[src/rtl/nrzi_pkg.sv]
// Shared types and default sizing for the NRZI receiver.
package nrzi_pkg;

  typedef enum logic [1:0] {
    IDLE,
    DATA,
    STOP
  } state_t;

  localparam int WIDTH_DEF    = 8;
  localparam int MAX_ONES_DEF = 6;

endpackage

[src/rtl/nrzi_bit_decode.sv]
// NRZI line decoder: a line toggle means 1, a held level means 0.
// Only strobed samples move the reference level.
module nrzi_bit_decode (
  input  logic clk,
  input  logic rst,
  input  logic din,
  input  logic din_en,
  output logic bit_val,
  output logic bit_stb
);

  logic ref_level;

  always_ff @(posedge clk) begin
    if (rst) begin
      ref_level <= 1'b0;
    end else if (din_en) begin
      ref_level <= din;
    end
  end

  assign bit_val = din ^ ref_level;
  assign bit_stb = din_en;

endmodule

[src/rtl/nrzi_rx.sv]
// NRZI frame receiver: start bit, WIDTH data bits LSB first, stop bit 0,
// one-word holding register with valid/ready. Define BIT_UNSTUFF_EN to strip stuffed zeros.
module nrzi_rx
  import nrzi_pkg::*;
#(
  parameter int WIDTH    = WIDTH_DEF,
  parameter int MAX_ONES = MAX_ONES_DEF
) (
  input  logic             clk,
  input  logic             rst,
  input  logic             din,
  input  logic             din_en,
  output logic [WIDTH-1:0] dout,
  output logic             dout_valid,
  input  logic             dout_ready,
  output logic             frame_err,
  output logic             overrun
);

  localparam int              CNT_W    = $clog2(WIDTH);
  localparam logic [CNT_W-1:0] LAST_BIT = CNT_W'(WIDTH - 1);

  logic             bit_val;
  logic             bit_stb;
  state_t           state;
  logic [CNT_W-1:0] bit_cnt;
  logic [WIDTH-1:0] shreg;

`ifdef BIT_UNSTUFF_EN
  localparam int               ONES_W     = $clog2(MAX_ONES + 1);
  localparam logic [ONES_W-1:0] ONES_LIMIT = ONES_W'(MAX_ONES);
  logic [ONES_W-1:0] ones_cnt;
`endif

  nrzi_bit_decode u_decode (
    .clk     (clk),
    .rst     (rst),
    .din     (din),
    .din_en  (din_en),
    .bit_val (bit_val),
    .bit_stb (bit_stb)
  );

  // The assembly register is pure data: every bit is rewritten each frame.
  always_ff @(posedge clk) begin
    if (bit_stb && state == DATA) begin
`ifdef BIT_UNSTUFF_EN
      if (ones_cnt != ONES_LIMIT) begin
        shreg[bit_cnt] <= bit_val;
      end
`else
      shreg[bit_cnt] <= bit_val;
`endif
    end
  end

  always_ff @(posedge clk) begin
    if (rst) begin
      state      <= IDLE;
      bit_cnt    <= '0;
      dout       <= '0;
      dout_valid <= 1'b0;
      frame_err  <= 1'b0;
      overrun    <= 1'b0;
`ifdef BIT_UNSTUFF_EN
      ones_cnt   <= '0;
`endif
    end else begin
      frame_err <= 1'b0;
      overrun   <= 1'b0;
      if (dout_valid && dout_ready) begin
        dout_valid <= 1'b0;
      end
      if (bit_stb) begin
        case (state)
          IDLE: begin
            bit_cnt <= '0;
`ifdef BIT_UNSTUFF_EN
            ones_cnt <= '0;
`endif
            if (bit_val) begin
              state <= DATA;
            end
          end
          DATA: begin
`ifdef BIT_UNSTUFF_EN
            // A run of MAX_ONES ones is followed by a stuffed zero that carries no data.
            if (ones_cnt == ONES_LIMIT) begin
              ones_cnt <= '0;
              if (bit_val) begin
                frame_err <= 1'b1;
                state     <= IDLE;
              end
            end else begin
              ones_cnt <= bit_val ? ones_cnt + 1'b1 : '0;
              bit_cnt  <= bit_cnt + 1'b1;
              if (bit_cnt == LAST_BIT) begin
                state <= STOP;
              end
            end
`else
            bit_cnt <= bit_cnt + 1'b1;
            if (bit_cnt == LAST_BIT) begin
              state <= STOP;
            end
`endif
          end
          STOP: begin
            state <= IDLE;
            if (bit_val) begin
              frame_err <= 1'b1;
            end else if (!dout_valid || dout_ready) begin
              dout       <= shreg;
              dout_valid <= 1'b1;
            end else begin
              overrun <= 1'b1;
            end
          end
          default: state <= IDLE;
        endcase
      end
    end
  end

endmodule

[config.mk]
export PLATFORM = sky130hd
export DESIGN_NAME = nrzi_rx
export DESIGN_NICKNAME = d
export VERILOG_FILES = /design/src/rtl/nrzi_pkg.sv /design/src/rtl/nrzi_bit_decode.sv /design/src/rtl/nrzi_rx.sv
export SDC_FILE = /design/constraint.sdc
export NUM_CORES = 1
export LEC_CHECK = 0
export ABC_AREA = 1
export CORE_UTILIZATION = 51
export CTS_BUF_LIST = sky130_fd_sc_hd__clkbuf_16
export CTS_CLUSTER_DIAMETER = 40
export CTS_CLUSTER_SIZE = 16
export DETAILED_ROUTE_END_ITERATION = 12
export GPL_TIMING_DRIVEN = 0
export HOLD_SLACK_MARGIN = 0.02
export PLACE_DENSITY = 0.76
export SLEW_MARGIN = 0
export SYNTH_ARGS = -nofsm -noshare
export SYNTH_HDL_FRONTEND = slang
export SYNTH_HIERARCHICAL = 1
export SYNTH_SLANG_ARGS = --single-unit
[constraint.sdc]
create_clock -name clk -period 1.8 [get_ports clk]
set_clock_uncertainty 0.15 [all_clocks]
set_input_delay 0.36 -clock clk [delete_from_list [all_inputs] [get_ports clk]]
set_output_delay 0.36 -clock clk [all_outputs]
set_load 0.01 [all_outputs]
==> Yosys cells after proc, flatten, opt, wreduce, memory -nomap -nowiden <==
Index checks and enable logic that the tools add are counted.
Widths: inputs -> output; s select.
{ "totals": {"memories": 0, "wordCells": 46, "rom_bits": 0, "regBits": 25, "out_inout_bits": 11, "latchBits": 0, "ram_bits": 0, "inputBits": 5} }
{ "op_classes": {"div_mod_pow": 0, "add_sub_neg": 1, "reduce_logical": 12, "n_bitwise": 4, "eq_ne": 5, "muxes": 14, "multipliers": 0, "shift": 0, "n_lt_le_gt_ge": 2} }
{ "ops": {"columns": ["op", "count"], "rows": [
  ["$bwmux 8", 1],
  ["$mux 1", 8],
  ["$pmux 3 s2", 1],
  ["$lt 3x4->1 const B", 1],
  ["$mux 2", 2],
  ["$pmux 2 s2", 1],
  ["$reduce_and 4->1", 1],
  ["$reduce_or 4->1", 1],
  ["$add 3x1->3 const B", 1],
  ["$demux 1 s3", 1],
  ["$eq 3x3->1 const B", 1],
  ["$ge 3x1->1 const B", 1],
  ["$logic_and 1x1->1", 3],
  ["$not 1->1", 3],
  ["$reduce_and 3->1", 1],
  ["$reduce_or 3->1", 1],
  ["$eq 2x1->1 const B", 1],
  ["$eq 2x2->1 const B", 1],
  ["$logic_not 2->1", 1],
  ["$ne 2x1->1 const B", 1],
  ["$ne 2x2->1 const B", 1],
  ["$reduce_and 2->1", 1],
  ["$reduce_bool 2->1", 1],
  ["$logic_not 1->1", 1],
  ["other kinds (2)", 2]
]} }

==> Depth between registers and ports, before layout <==
Gate-level depths: netlist (run 1).
{ "depth": {"word_depth": 6, "ltp_mapped": 6} }

==> Cells and area by module <==
The synthesis (run 1) kept the hierarchy.
{ "modules_own_cells": {"columns": ["module", "n_inst", "seq_area_each_um2", "cells_per_inst", "area_each_um2"], "rows": [
  ["nrzi_rx", 1, 560.5, 114, 1003.5],
  ["nrzi_bit_decode", 1, 20.0, 9, 61.3]
]} }

==> Least setup slack after synthesis (run 1) <==
OpenSTA, ideal clock, no wires.
{ "synth_path": {"path_type": "input to register", "startpoint": "input din", "endpoint": "register dout[0]", "path_stages": 6, "setup_time_ns": 0.113, "arrival_ns": 1.154, "setup_slack_ns": 0.383, "path_cell_list": "xor2_1 inv_1 nand2_1 nor2_4 nor2_1 nor2_1"} }
{ "synth_between": {"elab_chain_len": 3} }
{ "synth_rtl": {"columns": ["element", "line_no", "rtl"], "rows": [
  ["start, declared", "nrzi_rx.sv:11", "input logic din,"],
  ["$xor 1x1->1", "nrzi_bit_decode.sv:22", "assign bit_val = din ^ ref_level;"],
  ["$not 1->1 (no source line)", null, null],
  ["$reduce_and 4->1 (no source line)", null, null],
  ["end signal, assigned", "nrzi_rx.sv:113", "dout <= shreg;"],
  ["end, declared", "nrzi_rx.sv:13", "output logic [WIDTH-1:0] dout,"]
]} }
Every way passes these cells.
A chain may end at the register's enable or synchronous reset.

==> Worst setup path in the final report (run 1) <==
{ "layout_path": {"startpoint": "register dout_valid", "endpoint": "output dout_valid"} }
{ "layout_rtl": {"columns": ["element", "line_no", "rtl"], "rows": [
  ["start, declared", "nrzi_rx.sv:14", "output logic dout_valid,"],
  ["start signal, assigned", "nrzi_rx.sv:62", "dout_valid <= 1'b0;"],
  ["start signal, assigned", "nrzi_rx.sv:72", "dout_valid <= 1'b0;"],
  ["start signal, assigned", "nrzi_rx.sv:114", "dout_valid <= 1'b1;"]
]} }
No word-level cell between the ends.

==> results.sh, run 1 <==
export IMPL_cts_sinks=25
export IMPL_hold_viol=0
export IMPL_p_switching_uw=243.4
export IMPL_crit_family="buffers and inverters"
export IMPL_tightest_slew_ns=0.3235
export IMPL_path_cells="clkdlybuf4s50_1"
export IMPL_first_pass_iters=4
export IMPL_muxShareOfSynthArea=0
export IMPL_setup_viol=0
export IMPL_drt_initial_drc_count=21
export IMPL_insertedDiodeCount=0
export IMPL_die_area_um2=2274
export IMPL_ys_seq_elements=25
export IMPL_syn_nets=130
export IMPL_synth_top_family_by_area="simple AND/OR/NAND/NOR gates"
export IMPL_synth_cell_types=22
export IMPL_min_path_type="reg2reg"
export IMPL_start_util=0.5427
export IMPL_fp_dieH_um=47.69
export IMPL_viasPerCell=4.813
export IMPL_area_growth_pct=28.20
export IMPL_timing_hold_ws_ns=0.3311
export IMPL_r2r_slack_ns=0.40
export IMPL_fin_crit_ns=1.708
export IMPL_port_buffers=15
export IMPL_max_cap_violations=0
export IMPL_worstSetupPathType="reg2out"
export IMPL_ant_nets=0
export IMPL_grt_pass1_vias=647
export IMPL_clk_path_buf_depth=2
export IMPL_rsz0062_at_grt="no"
export IMPL_slew_headroom=0.7836
export IMPL_cp_start_kind="flop"
export IMPL_fp_dieW_um=47.69
export IMPL_cts_max_level=1
export IMPL_drt_total_wl_um=1764
export IMPL_cts_clk_slew_worst_paths_ns=0.06
export IMPL_io_pins=16
export IMPL_antenna_found_initial=0
export IMPL_synth_fa_ha_area_frac=0.02350
export IMPL_grt_start_max_net_pins=14
export IMPL_grt_pass1_wl_um=2566
export IMPL_clockRootBuffer="clkbuf_16"
export IMPL_fillers=158
export IMPL_powerDensity_nw_per_um2=852.1
export IMPL_clk_insertion_delay_late_ns=0.26
export IMPL_period_share=0.9488
export IMPL_fmax_mhz=585.5
export IMPL_synth_area_um2=1065
export IMPL_ir_drop_uv=804.9
export IMPL_rows=16
export IMPL_comb_power_share=0.070
export IMPL_grt_use_total=0.1655
export IMPL_p_int_uw=919.8
export IMPL_switching_share=0.2092
export IMPL_synth_area_top_cells="dfxtp_1 (32%), edfxtp_1 (23%), nor2_1 (8.8%)"
export IMPL_numCtsBuffers=3
export IMPL_yosysWarnings=6
export IMPL_vias=823
export IMPL_pwr_share_clk=0.415
export IMPL_yosysTopAreaCell="dfxtp_1"
export IMPL_end_kind="output pin"
export IMPL_drc=0
export IMPL_crit_arrival_ns=1.20
export IMPL_layout_drive_gt1_share=0.1597
export IMPL_fin_nets=152
export IMPL_setup_tns_ns=0
export IMPL_netlist_instances=123
export IMPL_seq_power_share=0.515
export IMPL_tritoncts="built"
export IMPL_grt_overflow_total=0
export IMPL_place_congestion=0.7430
export IMPL_wl_per_cell_um=10.32
export IMPL_synth_avg_cell_area_um2=8.657
export IMPL_synth_compound_gate_area_share=0.04583
export IMPL_path_buf_inv=1
export IMPL_core_region_area_um2=1962
export IMPL_yosys_area_share_simple=0.3102
export IMPL_synth_top_area_frac=0.3196
export IMPL_slowest_stage="clkdlybuf4s50_1"
export IMPL_max_stage_delay_ns=0.56
export IMPL_cp_required_ns=1.29
export IMPL_leakagePower_nw=0.5524
export IMPL_yosys_area_share_xor_xnor=0.008226
export IMPL_mostFrequentLayoutCells="nor2_1 (25), nand2_1 (21), dfxtp_1 (17)"
export IMPL_dp_hpwl_um=1258
export IMPL_status="finished clean"
export IMPL_yosysSeqAreaShare=0.5452
export IMPL_slew_violations=0
export IMPL_cp_max_fo=3
export IMPL_final_common_cell="nor2_1"
cell type report:
type	instances	area (µm²)	share of cell area
plain buffers	1	7.507	0.005500
well taps	27	33.78	0.02475
flip-flops and latches	25	580.6	0.4253
inverters	17	63.81	0.04675
repair buffers	17	165.2	0.1210
clock inverters	1	3.754	0.002750
multi-input cells	80	435.4	0.3190
clock buffers	3	75.07	0.05500
synthesized netlist by cell type, drive strengths merged:
library cell / n
buf: 1
a21oi: 5
inv: 17
dfxtp: 17
edfxtp: 8
nand2: 24
nand3: 10
nand4: 1
xor2: 1
o211a: 1
o21ai: 2
nor2: 29
nor3: 3
ha: 2
or2: 2
routing by layer:
metal	part of all wire	global-route usage	wire, µm	up-vias
li1	-	-	-	432
met3	0.036	0.03396	64	4
met2	0.50	0.2811	890	20
met4	0.025	0.1000	44	0
met5	0	0	0	-
met1	0.43	0.1905	764	367
cell families after synthesis:
| family | after synthesis |
|---|---|
| buffers and inverters | 18 |
| adders and majority gates | 2 |
| xor gates and xnor gates | 1 |
| and+or+nand+nor | 69 |
| DFF | 25 |
| AOI/OAI and AO/OA | 8 |
what timing repair did:
item	in CTS	in global routing
pin swaps	0	1
buffers inserted	0	2
endpoints found under the hold margin	0	0
setup endpoints to repair	10	10
gates resized for setup	1	2
hold buffers	0	0
through the flow:
| step | power, mW | utilization | std cells | cell area [µm²] | setup WS (ns) |
|---|---|---|---|---|---|
| 3_5_place_dp | 0.6772 | 0.6365 | 165 | 1249 | -0.4791 |
| 3_3_place_gp | 0.6744 | 0.6365 | 165 | 1249 | -0.3602 |
| 4_1_cts | 1.154 | 0.6805 | 169 | 1335 | 0.01032 |
| 6_report | 1.163 | 0.6958 | 171 | 1365 | 0.09216 |
| 5_1_grt | 1.203 | 0.6958 | 171 | 1365 | 0.003825 |
| 2_1_floorplan | 0.6538 | - | 123 | 1065 | 0.3832 |
sequential cells by signal (all words and copies together), names as in the netlist:
name / flops
bit_cnt: 3
dout: 8
shreg: 8
overrun: 1
dout_valid: 1
u_decode/ref_level: 1
state: 2
frame_err: 1
power groups by stage:
stage          clock, mW  combinational (mW)  sequential (mW)
6_report           0.483              0.0816            0.599
3_5_place_dp           0              0.0673            0.610
3_3_place_gp           0              0.0651            0.609
4_1_cts            0.487              0.0687            0.598
2_1_floorplan          0              0.0452            0.609
5_1_grt            0.514              0.0905            0.599
final timing paths:
kind	startpoint	to	cells past startpoint
worst max-delay path	dout_valid$_SDFF_PP0_	dout_valid	1
worst min-delay path	dout[3]$_SDFFE_PP0P_	dout[3]$_SDFFE_PP0P_	2
worst max register to register	state[1]$_SDFFE_PP0P_	shreg[0]$_DFFE_PP_	5
worst min register to register	dout[3]$_SDFFE_PP0P_	dout[3]$_SDFFE_PP0P_	2
Note: power is estimated with default switching activity, not from simulation.
==> inputs of run 2 (changes only) <==
--- a/config.mk
+++ b/config.mk
@@ -6,14 +6,14 @@
 export NUM_CORES = 1
 export LEC_CHECK = 0
 export ABC_AREA = 1
-export CORE_UTILIZATION = 51
+export CORE_UTILIZATION = 55
 export CTS_BUF_LIST = sky130_fd_sc_hd__clkbuf_16
 export CTS_CLUSTER_DIAMETER = 40
 export CTS_CLUSTER_SIZE = 16
 export DETAILED_ROUTE_END_ITERATION = 12
 export GPL_TIMING_DRIVEN = 0
 export HOLD_SLACK_MARGIN = 0.02
-export PLACE_DENSITY = 0.76
+export PLACE_DENSITY = 0.81
 export SLEW_MARGIN = 0
 export SYNTH_ARGS = -nofsm -noshare
 export SYNTH_HDL_FRONTEND = slang
==> constraint.sdc (replaced) <==
create_clock -name clk -period 2.2 [get_ports clk]
set_clock_uncertainty 0.15 [all_clocks]
set_input_delay 0.44 -clock clk [delete_from_list [all_inputs] [get_ports clk]]
set_output_delay 0.44 -clock clk [all_outputs]
set_load 0.01 [all_outputs]
==> results.sh, run 2 (synthesis results as in run 1) <==
export IMPL_start_util=0.6035
export IMPL_ff_latch_area_um2=580.6
export IMPL_drc=0
export IMPL_wl_per_cell_um=9.820
export IMPL_comb_power_share=0.060
export IMPL_timing_hold_ws_ns=0.3310
export IMPL_tritoncts="built"
export IMPL_rsz0062_at_grt="no"
export IMPL_placed_cells=163
export IMPL_cts_sinks=25
export IMPL_place_ws_ns=-0.09529
export IMPL_drt_initial_drc_count=16
export IMPL_insertedDiodeCount=0
export IMPL_cts_max_level=1
export IMPL_area_growth_pct=25.26
export IMPL_p_switching_uw=192.1
export IMPL_die_area_um2=2116
export IMPL_switching_share=0.2044
export IMPL_slew_violations=0
export IMPL_fin_crit_ns=1.854
export IMPL_antenna_found_initial=0
export IMPL_final_common_cell="nor2_1"
export IMPL_fp_dieW_um=46
export IMPL_leakagePower_nw=0.5396
export IMPL_dp_hpwl_um=1215
export IMPL_crit_arrival_ns=1.86
export IMPL_first_pass_iters=4
export IMPL_status="finished clean"
export IMPL_setup_viol=0
export IMPL_layout_drive_gt1_share=0.1479
export IMPL_hold_viol=0
export IMPL_grt_use_total=0.1810
export IMPL_fin_nets=150
export IMPL_viasPerCell=4.617
export IMPL_fp_dieH_um=46
export IMPL_end_kind="flop"
export IMPL_mostFrequentLayoutCells="nor2_1 (25), nand2_1 (21), dfxtp_1 (17)"
export IMPL_numCtsBuffers=3
export IMPL_ir_drop_uv=571.2
export IMPL_clk_path_buf_depth=2
export IMPL_cp_required_ns=2.20
export IMPL_powerDensity_nw_per_um2=704.4
export IMPL_worstSetupPathType="in2reg"
export IMPL_max_cap_violations=0
export IMPL_drt_total_wl_um=1640
export IMPL_min_path_type="reg2reg"
export IMPL_period_share=0.8429
export IMPL_clockRootBuffer="clkbuf_16"
export IMPL_grt_pass1_vias=631
export IMPL_seq_power_share=0.520
export IMPL_io_pins=16
export IMPL_setup_slack_ns=0.3456
export IMPL_cts_clk_slew_worst_paths_ns=0.06
export IMPL_grt_overflow_total=0
export IMPL_clk_insertion_delay_late_ns=0.25
export IMPL_rows=15
export IMPL_core_region_area_um2=1764
export IMPL_place_congestion=0.7798
export IMPL_ant_nets=0
export IMPL_fmax_mhz=539.3
export IMPL_grt_pass1_wl_um=2670
export IMPL_stdcell_count=167
export IMPL_reg_top3="dout (8), shreg (8), bit_cnt (3)"
export IMPL_setup_tns_ns=0
export IMPL_multi_input_area_um2=420.4
export IMPL_ctsHoldBuffers=0
export IMPL_cp_max_fo=10
export IMPL_grt_start_max_net_pins=15
export IMPL_p_int_uw=747.5
export IMPL_tightest_slew_ns=0.5375
export IMPL_cp_start_kind="primary input"
export IMPL_fillers=143
export IMPL_slew_headroom=0.6416
export IMPL_pwr_share_clk=0.419
export IMPL_port_buffers=15
export IMPL_vias=771
run 2: layer usage:
| metal | GRT usage | wire [µm] | vias up | part of all wire |
|---|---|---|---|---|
| met5 | 0 | 0 | - | 0 |
| met4 | 0.08824 | 14 | 0 | 0.0085 |
| met3 | 0.03571 | 48 | 2 | 0.029 |
| met2 | 0.2986 | 799 | 14 | 0.49 |
| met1 | 0.2236 | 777 | 330 | 0.47 |
| li1 | - | - | 425 | - |
run 2: timing repair:
action,in CTS,in global routing
setup endpoints to repair,0,2
setup buffers,0,0
resized for setup,0,1
run 2: stage by stage:
stage                 util  total power [mW]  cell area [µm²]
CTS                 0.7518            0.9462             1326
global route        0.7560            0.9701             1334
finish              0.7560            0.9396             1334
global placement    0.7064            0.5517             1246
floorplan                -            0.5350             1065
detailed placement  0.7064            0.5539             1246
run 2: power groups by stage:
| stage | logic, mW | clock network [mW] | registers (mW) |
|---|---|---|---|
| final | 0.0566 | 0.394 | 0.489 |
| after global routing | 0.0633 | 0.417 | 0.489 |
| after CTS | 0.0561 | 0.402 | 0.489 |
| after detailed placement | 0.0551 | 0 | 0.499 |
| after global placement | 0.0532 | 0 | 0.498 |
| after floorplan | 0.0370 | 0 | 0.498 |
run 2: worst paths after layout:
| path | startpoint | end | slack [ns] | cells after the start |
|---|---|---|---|---|
| hold / removal | dout[5]$_SDFFE_PP0P_ | dout[5]$_SDFFE_PP0P_ | 0.33 | 2 |
| setup reg to reg | u_decode/ref_level$_SDFFE_PP0P_ | dout[0]$_SDFFE_PP0P_ | 0.65 | 5 |
| setup / recovery | din | dout[0]$_SDFFE_PP0P_ | 0.35 | 6 |
| hold reg to reg | dout[5]$_SDFFE_PP0P_ | dout[5]$_SDFFE_PP0P_ | 0.33 | 2 |
run 2: final cells by class:
cell class / instances / area share
Buffer: 1 / 0.005629
Inverter: 17 / 0.04784
Timing Repair Buffer: 15 / 0.1126
Sequential cell: 25 / 0.4353
Clock buffer: 3 / 0.05629
Multi-Input combinational cell: 80 / 0.3152
Clock inverter: 1 / 0.003752
Tap cell: 25 / 0.02345
run 2: critical path, cell delays in order:
cell and delay (ns):
clkdlybuf4s50_1 0.46, xor2_2 0.22, a21oi_1 0.47, nand3_1 0.14
nand2_1 0.09, nor2_1 0.04
